$ cat config.mk
export PLATFORM = sky130hd
export DESIGN_NAME = join_rn_2ph
export DESIGN_NICKNAME = d
export VERILOG_FILES = /design/src/rtl/join_pkg.sv /design/src/rtl/sync_ff.sv /design/src/rtl/join_rn_2ph.sv
export SDC_FILE = /design/constraint.sdc
export NUM_CORES = 1
export LEC_CHECK = 0
export ABC_CLOCK_PERIOD_IN_PS = 2100
export CORE_ASPECT_RATIO = 1.1
export CORE_MARGIN = 4
export CORE_UTILIZATION = 30
export CTS_CLUSTER_DIAMETER = 40
export DETAILED_ROUTE_END_ITERATION = 16
export GPL_TIMING_DRIVEN = 0
export PLACE_DENSITY = 0.5
export RECOVER_POWER = 25
export SLEW_MARGIN = 20
export SYNTH_ARGS = -nofsm -noshare
export SYNTH_HDL_FRONTEND = slang
export SYNTH_SLANG_ARGS = --single-unit
export TNS_END_PERCENT = 1
$ cat constraint.sdc
create_clock -name clk -period 2.1 [get_ports clk]
set_clock_uncertainty 0.1 [all_clocks]
set_input_delay 0.525 -clock clk [delete_from_list [all_inputs] [get_ports clk]]
set_output_delay 0.525 -clock clk [all_outputs]
set_load 0.01 [all_outputs]
$ cat src/rtl/join_pkg.sv
// Shared types and default parameters for the N-channel two-phase join.
package join_pkg;

    typedef enum logic [1:0] {
        IDLE    = 2'd0,
        COLLECT = 2'd1,
        FIRE    = 2'd2
    } state_t;

    localparam int unsigned JOIN_N_DEF           = 2;
    localparam int unsigned JOIN_SYNC_STAGES_DEF = 2;
    localparam int unsigned JOIN_TO_CYCLES_DEF   = 1024;

endpackage

$ cat src/rtl/sync_ff.sv
// Resettable multi-flop synchroniser for one asynchronous level signal.
module sync_ff
    import join_pkg::*;
#(
    parameter int unsigned SYNC_STAGES = JOIN_SYNC_STAGES_DEF
) (
    input  logic clk,
    input  logic rst,
    input  logic d,
    output logic q
);

    logic [SYNC_STAGES-1:0] stages;

    always_ff @(posedge clk or posedge rst) begin
        if (rst) begin
            stages <= '0;
        end else begin
            stages <= {stages[SYNC_STAGES-2:0], d};
        end
    end

    assign q = stages[SYNC_STAGES-1];

endmodule

$ cat src/rtl/join_rn_2ph.sv
// Clocked N-way two-phase join with input synchronisers, masking and error flags.
// Optional starvation timeout is built only when JOIN_TIMEOUT_EN is defined.
module join_rn_2ph
    import join_pkg::*;
#(
    parameter int unsigned N           = JOIN_N_DEF,
    parameter int unsigned SYNC_STAGES = JOIN_SYNC_STAGES_DEF,
    parameter int unsigned TO_CYCLES   = JOIN_TO_CYCLES_DEF
) (
    input  logic         clk,
    input  logic         rst,
    input  logic [N-1:0] req_i,
    output logic [N-1:0] ack_o,
    input  logic [N-1:0] en_i,
    output logic         req_o,
    input  logic         ack_i,
    output logic [N-1:0] pending_o,
    output logic         proto_err_o,
    output logic         timeout_o
);

    if (N < 2 || SYNC_STAGES < 2 || TO_CYCLES < 1) begin : g_bad_param
        $error("join_rn_2ph: N and SYNC_STAGES must be >= 2, TO_CYCLES >= 1");
    end

    logic [N-1:0] req_s;
    logic         ack_s;

    for (genvar g = 0; g < N; g++) begin : g_req_sync
        sync_ff #(.SYNC_STAGES(SYNC_STAGES)) u_sync_req (
            .clk (clk),
            .rst (rst),
            .d   (req_i[g]),
            .q   (req_s[g])
        );
    end

    sync_ff #(.SYNC_STAGES(SYNC_STAGES)) u_sync_ack (
        .clk (clk),
        .rst (rst),
        .d   (ack_i),
        .q   (ack_s)
    );

    state_t       state;
    logic [N-1:0] mask;
    logic [N-1:0] pending;
    logic [N-1:0] evt;
    logic [N-1:0] arrive;
    logic [N-1:0] collected;
    logic         all_in;
    logic         done;
    logic         err_req;
    logic         err_ack;

    // Arrivals are folded in combinationally so the last one fires req_o on its own edge.
    always_comb begin
        evt       = req_s ^ ack_o;
        arrive    = mask & evt & ~pending;
        collected = pending | arrive;
        all_in    = &(collected | ~mask);
        done      = (ack_s == req_o);
        err_req   = |(pending & ~evt);
        err_ack   = (state != FIRE) && !done;
    end

    always_ff @(posedge clk or posedge rst) begin
        if (rst) begin
            state       <= IDLE;
            mask        <= '0;
            pending     <= '0;
            req_o       <= 1'b0;
            ack_o       <= '0;
            proto_err_o <= 1'b0;
        end else begin
            if (err_req || err_ack) begin
                proto_err_o <= 1'b1;
            end
            case (state)
                IDLE: begin
                    if (|(en_i & evt)) begin
                        mask  <= en_i;
                        state <= COLLECT;
                    end
                end
                COLLECT: begin
                    pending <= collected;
                    if (all_in) begin
                        req_o <= ~req_o;
                        state <= FIRE;
                    end
                end
                FIRE: begin
                    if (done) begin
                        ack_o   <= ack_o ^ mask;
                        pending <= '0;
                        state   <= IDLE;
                    end
                end
                default: state <= IDLE;
            endcase
        end
    end

    assign pending_o = pending;

`ifdef JOIN_TIMEOUT_EN
    localparam int unsigned TO_W = $clog2(TO_CYCLES + 1);

    logic [TO_W-1:0] to_cnt;
    logic            to_flag;

    always_ff @(posedge clk or posedge rst) begin
        if (rst) begin
            to_cnt  <= '0;
            to_flag <= 1'b0;
        end else begin
            if (state != COLLECT) begin
                to_cnt <= '0;
            end else if (to_cnt != TO_W'(TO_CYCLES)) begin
                to_cnt <= to_cnt + 1'b1;
            end
            if (state == COLLECT && to_cnt == TO_W'(TO_CYCLES)) begin
                to_flag <= 1'b1;
            end
        end
    end

    assign timeout_o = to_flag;
`else
    assign timeout_o = 1'b0;
`endif

endmodule

==> results by group, run 1 <==
Clocking
  – Clock latency on the worst-skew pair: 280 ps
  – Maximum level of the CTS H-tree: 1
  – Number of buffers inserted by hold repair at cts: 0
  – CTS resizes: 0
  – Clk pin slew, worst setup/hold paths: 90 ps
  – TritonCTS Buffers: 3
  – Deepest clock path buffer count: 2
  – Post-CTS Repair Setup Buffers: 0
  – Number of sinks on the clock net: 16
  – TritonCTS clock tree: built
  – Root buffer cell: sky130_fd_sc_hd__clkbuf_4

Floorplan
  – Count of standard-cell rows: 17
  – Height of the die: 57.7 microns
  – Initial cell density of the core: 32.6%
  – Die area: 3070 sq um
  – Number of top-level design ports: 14
  – Core region area: 2060 sq um
  – Horiz. Die Dim: 53.2 microns

Timing
  – # setup viols final: 0
  – Post-layout min period: 1920 ps
  – Worst Max-Slew Pin Slew: 591 ps
  – Final worst path period share: 91.6%
  – Maximum operating frequency: 520 MHz
  – Slew HR: 60.6%
  – Sum of negative setup slack: 0 ps
  – Final number of hold-violating endpoints: 0
  – Setup repair after global routing missed its margin: false
  – Slew Limit Fails: 0
  – Worst hold slack after final layout: 252 ps

Critical path
  – Cells along the critical path: clkdlybuf4s50_1
  – Slowest Stage Delay on Critical Path: 580 ps
  – Number of stages on the worst setup path: 1
  – Crit path kind: flop to primary output
  – R2r endpoint: proto_err_o
  – CP Buf/Inv Count: 1
  – Kind of cell adding the most delay to the critical path: buffers and inverters
  – Worst setup path startpoint: ack_o[0]
  – Required time worst endpoint: 1470 ps
  – Worst setup path endpoint: ack_o[0]
  – Critical Path AT: 1300 ps
  – Startpoint of the worst register-to-register path: req_o
  – Worst r2r path cells: 3
  – Startpoint type of the worst setup path: flop
  – Crit Path Max Fanout: 3
  – Type of destination of the critical path: primary output
  – Reg2Reg Setup Slack: 580 ps
  – Cell with the biggest individual delay on the critical path: sky130_fd_sc_hd__clkdlybuf4s50_1

GRT
  – Number of global-route vias before repair: 465
  – Number of antenna violations at the first check in global routing: 0
  – Global route total overflow: 0
  – All-layer global routing usage: 9.52%
  – Maximum number of pins on one net before global-route repair: 17
  – Global-route wire length before repair: 2.06 mm

Yosys
  – Synth cell types: 19
  – Number of warnings printed during yosys synthesis: 0
  – Average footprint of a synthesized cell: 12.0 sq um
  – Post-Synthesis Net Count: 63
  – Netlist Area Pre-Place: 673 sq um
  – Top cell type by total area after synthesis: sky130_fd_sc_hd__dfrtp_1
  – Number of flops mapped to enable cells by yosys: 0
  – Synthesized instance count: 56
  – Sequential share of the synthesized area: 59.5%
  – Synthesis-stage register bit count: 16
  – Cell with the most instances after synthesis: sky130_fd_sc_hd__dfrtp_1
  – Flip-flop cell with the highest count after synthesis: sky130_fd_sc_hd__dfrtp_1
  – Async SR Flop Fraction: 100%
  – Top post-synthesis cells by area: sky130_fd_sc_hd__dfrtp_1 59%, sky130_fd_sc_hd__a22o_1 5.2%, sky130_fd_sc_hd__xnor2_1 5.2%, sky130_fd_sc_hd__xor2_2 4.8%, sky130_fd_sc_hd__nand3_1 3.0%
  – Portion of synthesized cell area occupied by the leading cell type: 59.5%
  – Synth cell count leaders: 16 x sky130_fd_sc_hd__dfrtp_1, 4 x sky130_fd_sc_hd__a22o_1, 4 x sky130_fd_sc_hd__inv_1, 4 x sky130_fd_sc_hd__nand3_1, 4 x sky130_fd_sc_hd__xnor2_1

Routing
  – Count of nets left with antenna violations after detail routing: 0
  – Routed wirelength normalized by instance count: 12.4 microns
  – Via density per instance: 4.74
  – Number of vias after detailed routing: 469
  – Remaining routing DRC violations: 0
  – First-iteration detailed-routing DRC count: 6
  – Detailed-router iteration count before antenna repair: 4
  – Routed Wire Length: 1.23 mm

Final layout
  – Fill cell instance count of the final layout: 207
  – FF/Latch Area: 400 sq um
  – Final net count: 80
  – Fraction of layout instances using a drive strength above 1: 8.45%
  – Area added between synthesis and finish: 26.4%
  – # diodes: 0
  – Area used by multi-input combinational logic: 250 sq um

Power and ir drop
  – Flop pwr share: 44.4%
  – Power density relative to cell area: 1350 nW/um^2
  – Switching power of the nets: 429 uW
  – Cell internal pwr: 722 uW
  – Fraction of power spent switching nets: 37.3%
  – Peak ir drop on the vdd network: 493 uV
  – Combinational share of power: 42.0%
  – Leak: 0.000356 uW
  – Clock share of power: 13.7%

Place
  – Detailed-placement wirelength estimate: 913 microns
  – Weighted congestion reported at the end of routability-driven placement: 0.814
  – Number of port buffers: 12

Outcome
  – Status: complete, no violations

Flow run
  – Number of max-cap violations: 0

Min path
  – Path class of the lowest-slack min-delay path: flop to flop
cells by family (layout without fill, tap and decap cells):
kind of cell / count (synthesis) / after routing / share of synthesized area [%]
AOI/OAI and AO/OA: 14 / 14 / 16.2
xor gates and xnor gates: 6 / 6 / 10.0
buffers and inverters: 5 / 20 / 3.35
DFF: 16 / 16 / 59.5
other: 1 / 1 / 0.557
and+or+nand+nor: 14 / 14 / 10.4
worst min path at each step:
stage                                  startpoint                                 end  slack, ps  cells past startpoint
6_report                     u_sync_ack.stages[0]                u_sync_ack.stages[1]        250                      0
5_1_grt                      u_sync_ack.stages[0]                u_sync_ack.stages[1]        260                      0
4_1_cts                      u_sync_ack.stages[0]                u_sync_ack.stages[1]        260                      0
3_5_place_dp                 u_sync_ack.stages[0]                u_sync_ack.stages[1]        240                      0
3_3_place_gp                 u_sync_ack.stages[0]                u_sync_ack.stages[1]        230                      0
2_1_floorplan  g_req_sync[0].u_sync_req.stages[0]  g_req_sync[0].u_sync_req.stages[1]        230                      0
placed cells by master (no fill, tap or decap):
cell,instances
sky130_fd_sc_hd__xnor2_1,4
sky130_fd_sc_hd__nand3_1,4
sky130_fd_sc_hd__o221ai_1,1
sky130_fd_sc_hd__o31ai_1,1
sky130_fd_sc_hd__or3_1,1
sky130_fd_sc_hd__dlygate4sd3_1,4
sky130_fd_sc_hd__a21oi_1,2
sky130_fd_sc_hd__dfrtp_1,16
sky130_fd_sc_hd__nor2_1,2
sky130_fd_sc_hd__nand2b_1,2
sky130_fd_sc_hd__clkbuf_4,3
sky130_fd_sc_hd__xor2_2,2
sky130_fd_sc_hd__a31o_1,2
sky130_fd_sc_hd__clkdlybuf4s50_1,8
sky130_fd_sc_hd__a22o_1,4
sky130_fd_sc_hd__conb_1,1
sky130_fd_sc_hd__buf_4,1
sky130_fd_sc_hd__nor2b_1,2
sky130_fd_sc_hd__o22ai_1,2
sky130_fd_sc_hd__nand2_1,3
sky130_fd_sc_hd__o2bb2ai_1,2
sky130_fd_sc_hd__inv_1,4
per-stage QoR:
stage               utilization (%)  setup WS, ps  std cells  instance area, sq um  total power, uW
floorplan                         -           678         56                   673              816
global placement               40.1           495         96                   828              993
detailed placement             40.1           480         96                   828             1000
CTS                            41.2           146         99                   851             1170
global route                   41.2           115         99                   851             1240
finish                         41.2           176         99                   851             1150
metal layers:
metal | share of wire, % | vias up | GRT usage, %
li1 | - | 225 | -
met1 | 45 | 227 | 11.5
met2 | 47 | 15 | 13.7
met3 | 6.0 | 2 | 3.34
met4 | 1.3 | 0 | 7.30
met5 | 0 | - | 0
area by class of cell:
class,instances,share of cell area (%)
well taps,28,4.12
repair buffers,12,14.1
multi-input cells,35,29.4
inverters,4,1.76
plain buffers,1,0.882
clock buffers,3,2.65
flip-flops and latches,16,47.1
flip-flops by register name (all words and copies together) (netlist names):
register	flops
ack_o	2
g_req_sync.u_sync_req.stages	4
mask	2
pending_o	2
proto_err_o	1
req_o	1
state	2
u_sync_ack.stages	2
power groups by stage:
| stage | Clock (uW) | Sequential (uW) | Combinational [uW] |
|---|---|---|---|
| 2_1_floorplan | 0 | 514 | 302 |
| 3_3_place_gp | 0 | 513 | 479 |
| 3_5_place_dp | 0 | 518 | 485 |
| 4_1_cts | 167 | 512 | 488 |
| 5_1_grt | 180 | 527 | 529 |
| 6_report | 157 | 511 | 483 |
(Power assumes the default switching activity.)
==> run 2: changes to the inputs <==
Settings changed: CORE_ASPECT_RATIO 1.1 to not set, CORE_MARGIN 4 to 5, CORE_UTILIZATION 30 to 51, PLACE_DENSITY 0.5 to 0.78.
==> results by group, run 2 (synthesis results as in run 1) <==
Outcome
  – Status: complete, no violations

Critical path
  – Startpoint type of the worst setup path: flop
  – Cells along the critical path: clkdlybuf4s50_1
  – Worst r2r path cells: 3 (unchanged)
  – Worst setup path endpoint: ack_o[1]
  – Cell with the biggest individual delay on the critical path: sky130_fd_sc_hd__clkdlybuf4s50_1
  – Required time worst endpoint: 1470 ps (about the same)
  – Slowest Stage Delay on Critical Path: 570 ps (about the same)
  – CP Buf/Inv Count: 1 (unchanged)
  – Type of destination of the critical path: primary output
  – Crit Path Max Fanout: 3 (unchanged)
  – Crit path kind: flop to primary output
  – Critical Path AT: 1270 ps (-30 ps)
  – Startpoint of the worst register-to-register path: req_o
  – Number of stages on the worst setup path: 1 (unchanged)
  – Kind of cell adding the most delay to the critical path: buffers and inverters
  – R2r endpoint: proto_err_o
  – Worst setup path startpoint: ack_o[1]
  – Reg2Reg Setup Slack: 600 ps (+20 ps)

Routing
  – Remaining routing DRC violations: 0 (unchanged)
  – Via density per instance: 5.07 (+7.0%)
  – Count of nets left with antenna violations after detail routing: 0 (unchanged)
  – Routed wirelength normalized by instance count: 12.8 microns (+3.8%)
  – Detailed-router iteration count before antenna repair: 3 (-1)
  – First-iteration detailed-routing DRC count: 5 (-1)
  – Number of vias after detailed routing: 441 (-6.0%)
  – Routed Wire Length: 1.12 mm (-8.8%)

Clocking
  – CTS resizes: 0 (unchanged)
  – TritonCTS clock tree: built
  – Number of buffers inserted by hold repair at cts: 0 (unchanged)
  – Maximum level of the CTS H-tree: 1 (unchanged)
  – Number of sinks on the clock net: 16 (unchanged)
  – Post-CTS Repair Setup Buffers: 0 (unchanged)
  – Clock latency on the worst-skew pair: 270 ps (about the same)
  – Deepest clock path buffer count: 2 (unchanged)
  – Clk pin slew, worst setup/hold paths: 90 ps (about the same)
  – Root buffer cell: sky130_fd_sc_hd__clkbuf_4
  – TritonCTS Buffers: 3 (unchanged)

Floorplan
  – Core region area: 1270 sq um (-39%)
  – Horiz. Die Dim: 46.3 microns (-13%)
  – Number of top-level design ports: 14 (unchanged)
  – Height of the die: 46.3 microns (-20%)
  – Initial cell density of the core: 53.1% (+20 points)
  – Die area: 2150 sq um (-30%)
  – Count of standard-cell rows: 13 (-4)

Place
  – Detailed-placement wirelength estimate: 873 microns (-4.3%)
  – Number of port buffers: 12 (unchanged)
  – Weighted congestion reported at the end of routability-driven placement: 0.752 (-7.6%)
  – Number of cells in the design after placement: 83 (-14%)

Power and ir drop
  – Leak: 0.000363 uW (+2.0%)
  – Power density relative to cell area: 1390 nW/um^2 (+2.8%)
  – Peak ir drop on the vdd network: 792 uV (+60%)

Timing
  – Slew HR: 61.5% (+0.96 points)
  – Sum of negative setup slack: 0 ps (unchanged)
  – Final worst path period share: 90.3% (-1.3 points)
  – Post-layout min period: 1900 ps (-28.1 ps)
  – Maximum operating frequency: 527 MHz (+1.5%)
  – Slew Limit Fails: 0 (unchanged)
  – # setup viols final: 0 (unchanged)
  – Final number of hold-violating endpoints: 0 (unchanged)
  – Worst Max-Slew Pin Slew: 577 ps (-14.3 ps)
  – Setup repair after global routing missed its margin: false

Flow run
  – Number of max-cap violations: 0 (unchanged)

GRT
  – Maximum number of pins on one net before global-route repair: 17 (unchanged)
  – Global-route wire length before repair: 2.06 mm (+0.34%)
  – Number of antenna violations at the first check in global routing: 0 (unchanged)
  – Global route total overflow: 0 (unchanged)
  – GR Layer Usage met3: 3.52% (+0.17 points)
  – GR met2 Demand/Resource: 19.8% (+6.1 points)
  – Number of global-route vias before repair: 462 (-0.65%)
  – All-layer global routing usage: 13.8% (+4.2 points)
  – Met1 Use GR: 19.8% (+8.3 points)
  – Gr busiest metal: met1

Final layout
  – # diodes: 0 (unchanged)
  – Most used cells in the layout excluding fill and tap cells: 16 x sky130_fd_sc_hd__dfrtp_1, 8 x sky130_fd_sc_hd__clkdlybuf4s50_1
  – Fraction of layout instances using a drive strength above 1: 9.72% (+1.3 points)
  – Most flops, register: g_req_sync.u_sync_req.stages
  – Final Instance Count excl. Fillers: 87 (-12%)
  – Area added between synthesis and finish: 26.0%
  – Post-route core utilization: 66.9% (+26 points)
  – Commonest non-fill, non-tap cell in the layout: sky130_fd_sc_hd__dfrtp_1
  – Largest register FFs: 4 (unchanged)
  – Final net count: 80 (unchanged)

Min path
  – Path class of the lowest-slack min-delay path: flop to flop
## run 2: cell count changes in the layout (fill, tap and decap cells not counted)
cell                       previous run  this run
sky130_fd_sc_hd__clkbuf_8             0         1
## run 2: layout make-up
class                      count  area [sq um]
buffer                         1          7.51
clock buffer                   4          36.3
fill                          99           420
inverter                       4          15.0
multi-input combinational     35           250
sequential                    16           400
tap                           15          18.8
timing repair buffer          12           120
## run 2: power by group
part	switching (uW)	internal [uW]
registers	108	399
clock network	89.4	105
logic	221	257
## run 2: routing by layer
layer	vias up	wire [microns]
li1	227	-
met1	205	544
met2	7	522
met3	2	43
met4	0	6
met5	-	0
## run 2: how the worst min path moves through the flow
stage / start / end / slack, ps / cells after the start
2_1_floorplan: g_req_sync[0].u_sync_req.stages[0] / g_req_sync[0].u_sync_req.stages[1] / 230 / 0
3_3_place_gp: g_req_sync[0].u_sync_req.stages[0] / g_req_sync[0].u_sync_req.stages[1] / 230 / 0
3_5_place_dp: g_req_sync[1].u_sync_req.stages[0] / g_req_sync[1].u_sync_req.stages[1] / 240 / 0
4_1_cts: u_sync_ack.stages[0] / u_sync_ack.stages[1] / 260 / 0
5_1_grt: g_req_sync[1].u_sync_req.stages[0] / g_req_sync[1].u_sync_req.stages[1] / 280 / 0
6_report: u_sync_ack.stages[0] / u_sync_ack.stages[1] / 260 / 0
## run 2: through the flow
| stage | hold slack [ps] | instance area, sq um | total power (uW) | setup slack (ps) |
|---|---|---|---|---|
| floorplan | 231 | 673 | 816 | 678 |
| global placement | 232 | 812 | 982 | 506 |
| detailed placement | 243 | 812 | 992 | 490 |
| CTS | 263 | 848 | 1190 | 186 |
| global route | 276 | 848 | 1280 | 142 |
| finish | 260 | 848 | 1180 | 204 |
==> RTL change: new RTL, config.mk and constraints of run 1 <==
Re-encode `state_t` (3 states) as one-hot, 3 bits wide.
--- a/src/rtl/join_pkg.sv
+++ b/src/rtl/join_pkg.sv
@@ -2,8 +2,8 @@
 package join_pkg;
 
-    typedef enum logic [1:0] {
-        IDLE    = 2'd0,
-        COLLECT = 2'd1,
-        FIRE    = 2'd2
+    typedef enum logic [2:0] {
+        IDLE    = 3'b001,
+        COLLECT = 3'b010,
+        FIRE    = 3'b100
     } state_t;
 
Function: same outputs for any inputs over 10 cycles, from zero or initial values and one cycle with rst high; not proved beyond that.
==> RTL change against run 1 <==
Synthesized area is 5.9% higher. Sequential cell count up 1. Routed wire length increased by 0.65%. Power down 5.6%. Global-route usage grew 0.30 points. Design area rose by 5.4%. Final cell count increased by 8.1%. Worst setup slack better by 0.025 ns. Clock power grew 6%. Largest power group unchanged. Highest routed layer unchanged.
==> RTL change: results (changes against run 1) <==
| Metric | Value |
|---|---|
| IO buf count | `12 (unchanged)` |
| Clock latency on the worst-skew pair | `~0.29 ns` |
| Clock transition at path regs | `0.09 ns (about the same)` |
| CTS max path bufs | `2 (unchanged)` |
| Top post-synthesis cells by area | `dfrtp_1 (56%), xnor2_1 (4.9%), nand3_1 (4.2%)` |
| Sequential area share after synthesis | `59.8% (+0.35 points)` |
| Vias in the first global route | `515 (+11%)` |
| Pre-antenna DRT Iters | `4 (unchanged)` |
| Dpl cells | `103 (+7.3%)` |
| Synth warn | `0 (unchanged)` |
| Rel. slew slack | `58.7% (-1.9 points)` |
| Detailed Place HPWL | `940 um (+3.0%)` |
| Crit Path Max Fanout | `3 (unchanged)` |
| First-pass GRT wire length | `2240 um (+9.0%)` |
| Placed Area | `871 um^2 (+5.1%)` |
| Post-Synthesis Cells | `61 (+8.9%)` |
| DRT iter0 DRCs | `10 (+4)` |
| Final hold slack | `0.254 ns (+0.00203 ns)` |
| Hold Path Class | `reg -> reg` |
| VDD IR-drop max | `0.000540 V (+9.4%)` |
| # nets final | `85 (+6.3%)` |
| CTS resizes | `0 (unchanged)` |
| Delay-heaviest family, CP | `buffers and inverters` |
| Met1 Resource Use GR | `13.2% (+1.8 points)` |
| Share of cells above drive strength 1 | `9.09% (+0.64 points)` |
| Post-CTS Setup Bufs | `0 (unchanged)` |
| Worst EP arrival | `1.27 ns (-0.03 ns)` |
| Cell Count, Final, Fillers Out | `107 (+8.1%)` |
| Post-Syn Nets | `68 (+7.9%)` |
| Reg2reg setup slack | `0.51 ns (-0.07 ns)` |
| Largest net degree at the start of global routing | `18 (+1)` |
| # fillers | `240 (+16%)` |
| Initial antenna violation count | `0 (unchanged)` |
| Via count of the routed design | `488 (+4.1%)` |
| Fin area | `897 um^2 (+5.4%)` |
| Post-synth top cells | `dfrtp_1 (16), nand3_1 (6), a21oi_1 (4), nand2_1 (4), xnor2_1 (4)` |
| Yosys cell types | `24 (+5)` |
| Met2 Usage GRT | `14.4% (+0.71 points)` |
| Number of diodes | `0 (unchanged)` |
| GPL Wtd Cong | `0.669 (-18%)` |
| Final period util | `90.5% (-1.2 points)` |
| Max H-tree Level | `1 (unchanged)` |
| Max incr delay on CP | `0.56 ns (-0.02 ns)` |
| Remaining global-route overflow | `0 (unchanged)` |
| Leak | `0.372 nW (+4.6%)` |
| Grt met3 use | `1.51% (-1.8 points)` |
| CTS root buf | `clkbuf_4` |
| CTS buffer count | `3 (unchanged)` |
| Largest regs | `g_req_sync.u_sync_req.stages: 4 flops, state: 3 flops` |
| Tot GR Track Use | `9.81% (+0.30 points)` |
| Status | `finished, final reports clean` |
| Wire per inst | `11.5 um (-6.9%)` |
| CP max stage cell | `clkdlybuf4s50_1` |
| Async SR Flop Fraction | `100% (unchanged)` |
-- RTL change: worst paths after layout --
path,start,to,cells past startpoint
max,ack_o[1],ack_o[1],1
min,g_req_sync[1].u_sync_req.stages[0],g_req_sync[1].u_sync_req.stages[1],0
max reg2reg,ack_o[0],req_o,3
min reg2reg,g_req_sync[1].u_sync_req.stages[0],g_req_sync[1].u_sync_req.stages[1],0
max in group asynchronous,rst,pending_o[1],2
min in group asynchronous,rst,state[2],2
-- RTL change: cells by family (layout without fill, tap and decap cells) --
logic type | after synthesis | in the layout | synth area share [%]
DFF | 17 | 17 | 59.8
and+or+nand+nor | 21 | 21 | 16.7
buffers and inverters | 4 | 20 | 2.63
other | 1 | 1 | 0.526
AOI/OAI and AO/OA | 12 | 12 | 11.9
xor gates and xnor gates | 6 | 6 | 8.42
-- RTL change: cell type report --
type	instances	area share, %
multi-input combinational	40	29.8
clock buffer	4	2.93
timing repair buffer	12	13.4
buffer	1	0.837
inverter	3	1.26
sequential	17	47.6
tap	30	4.18
-- RTL change: layer usage --
layer | wire [um] | up-vias
met5 | 0 | -
met4 | 36 | 0
met3 | 50 | 5
met2 | 591 | 10
met1 | 555 | 230
li1 | - | 243
-- RTL change: where the power goes --
part,internal [mW],switching [mW]
Sequential,0.423,0.0893
Clock,0.0739,0.0936
Combinational,0.218,0.190
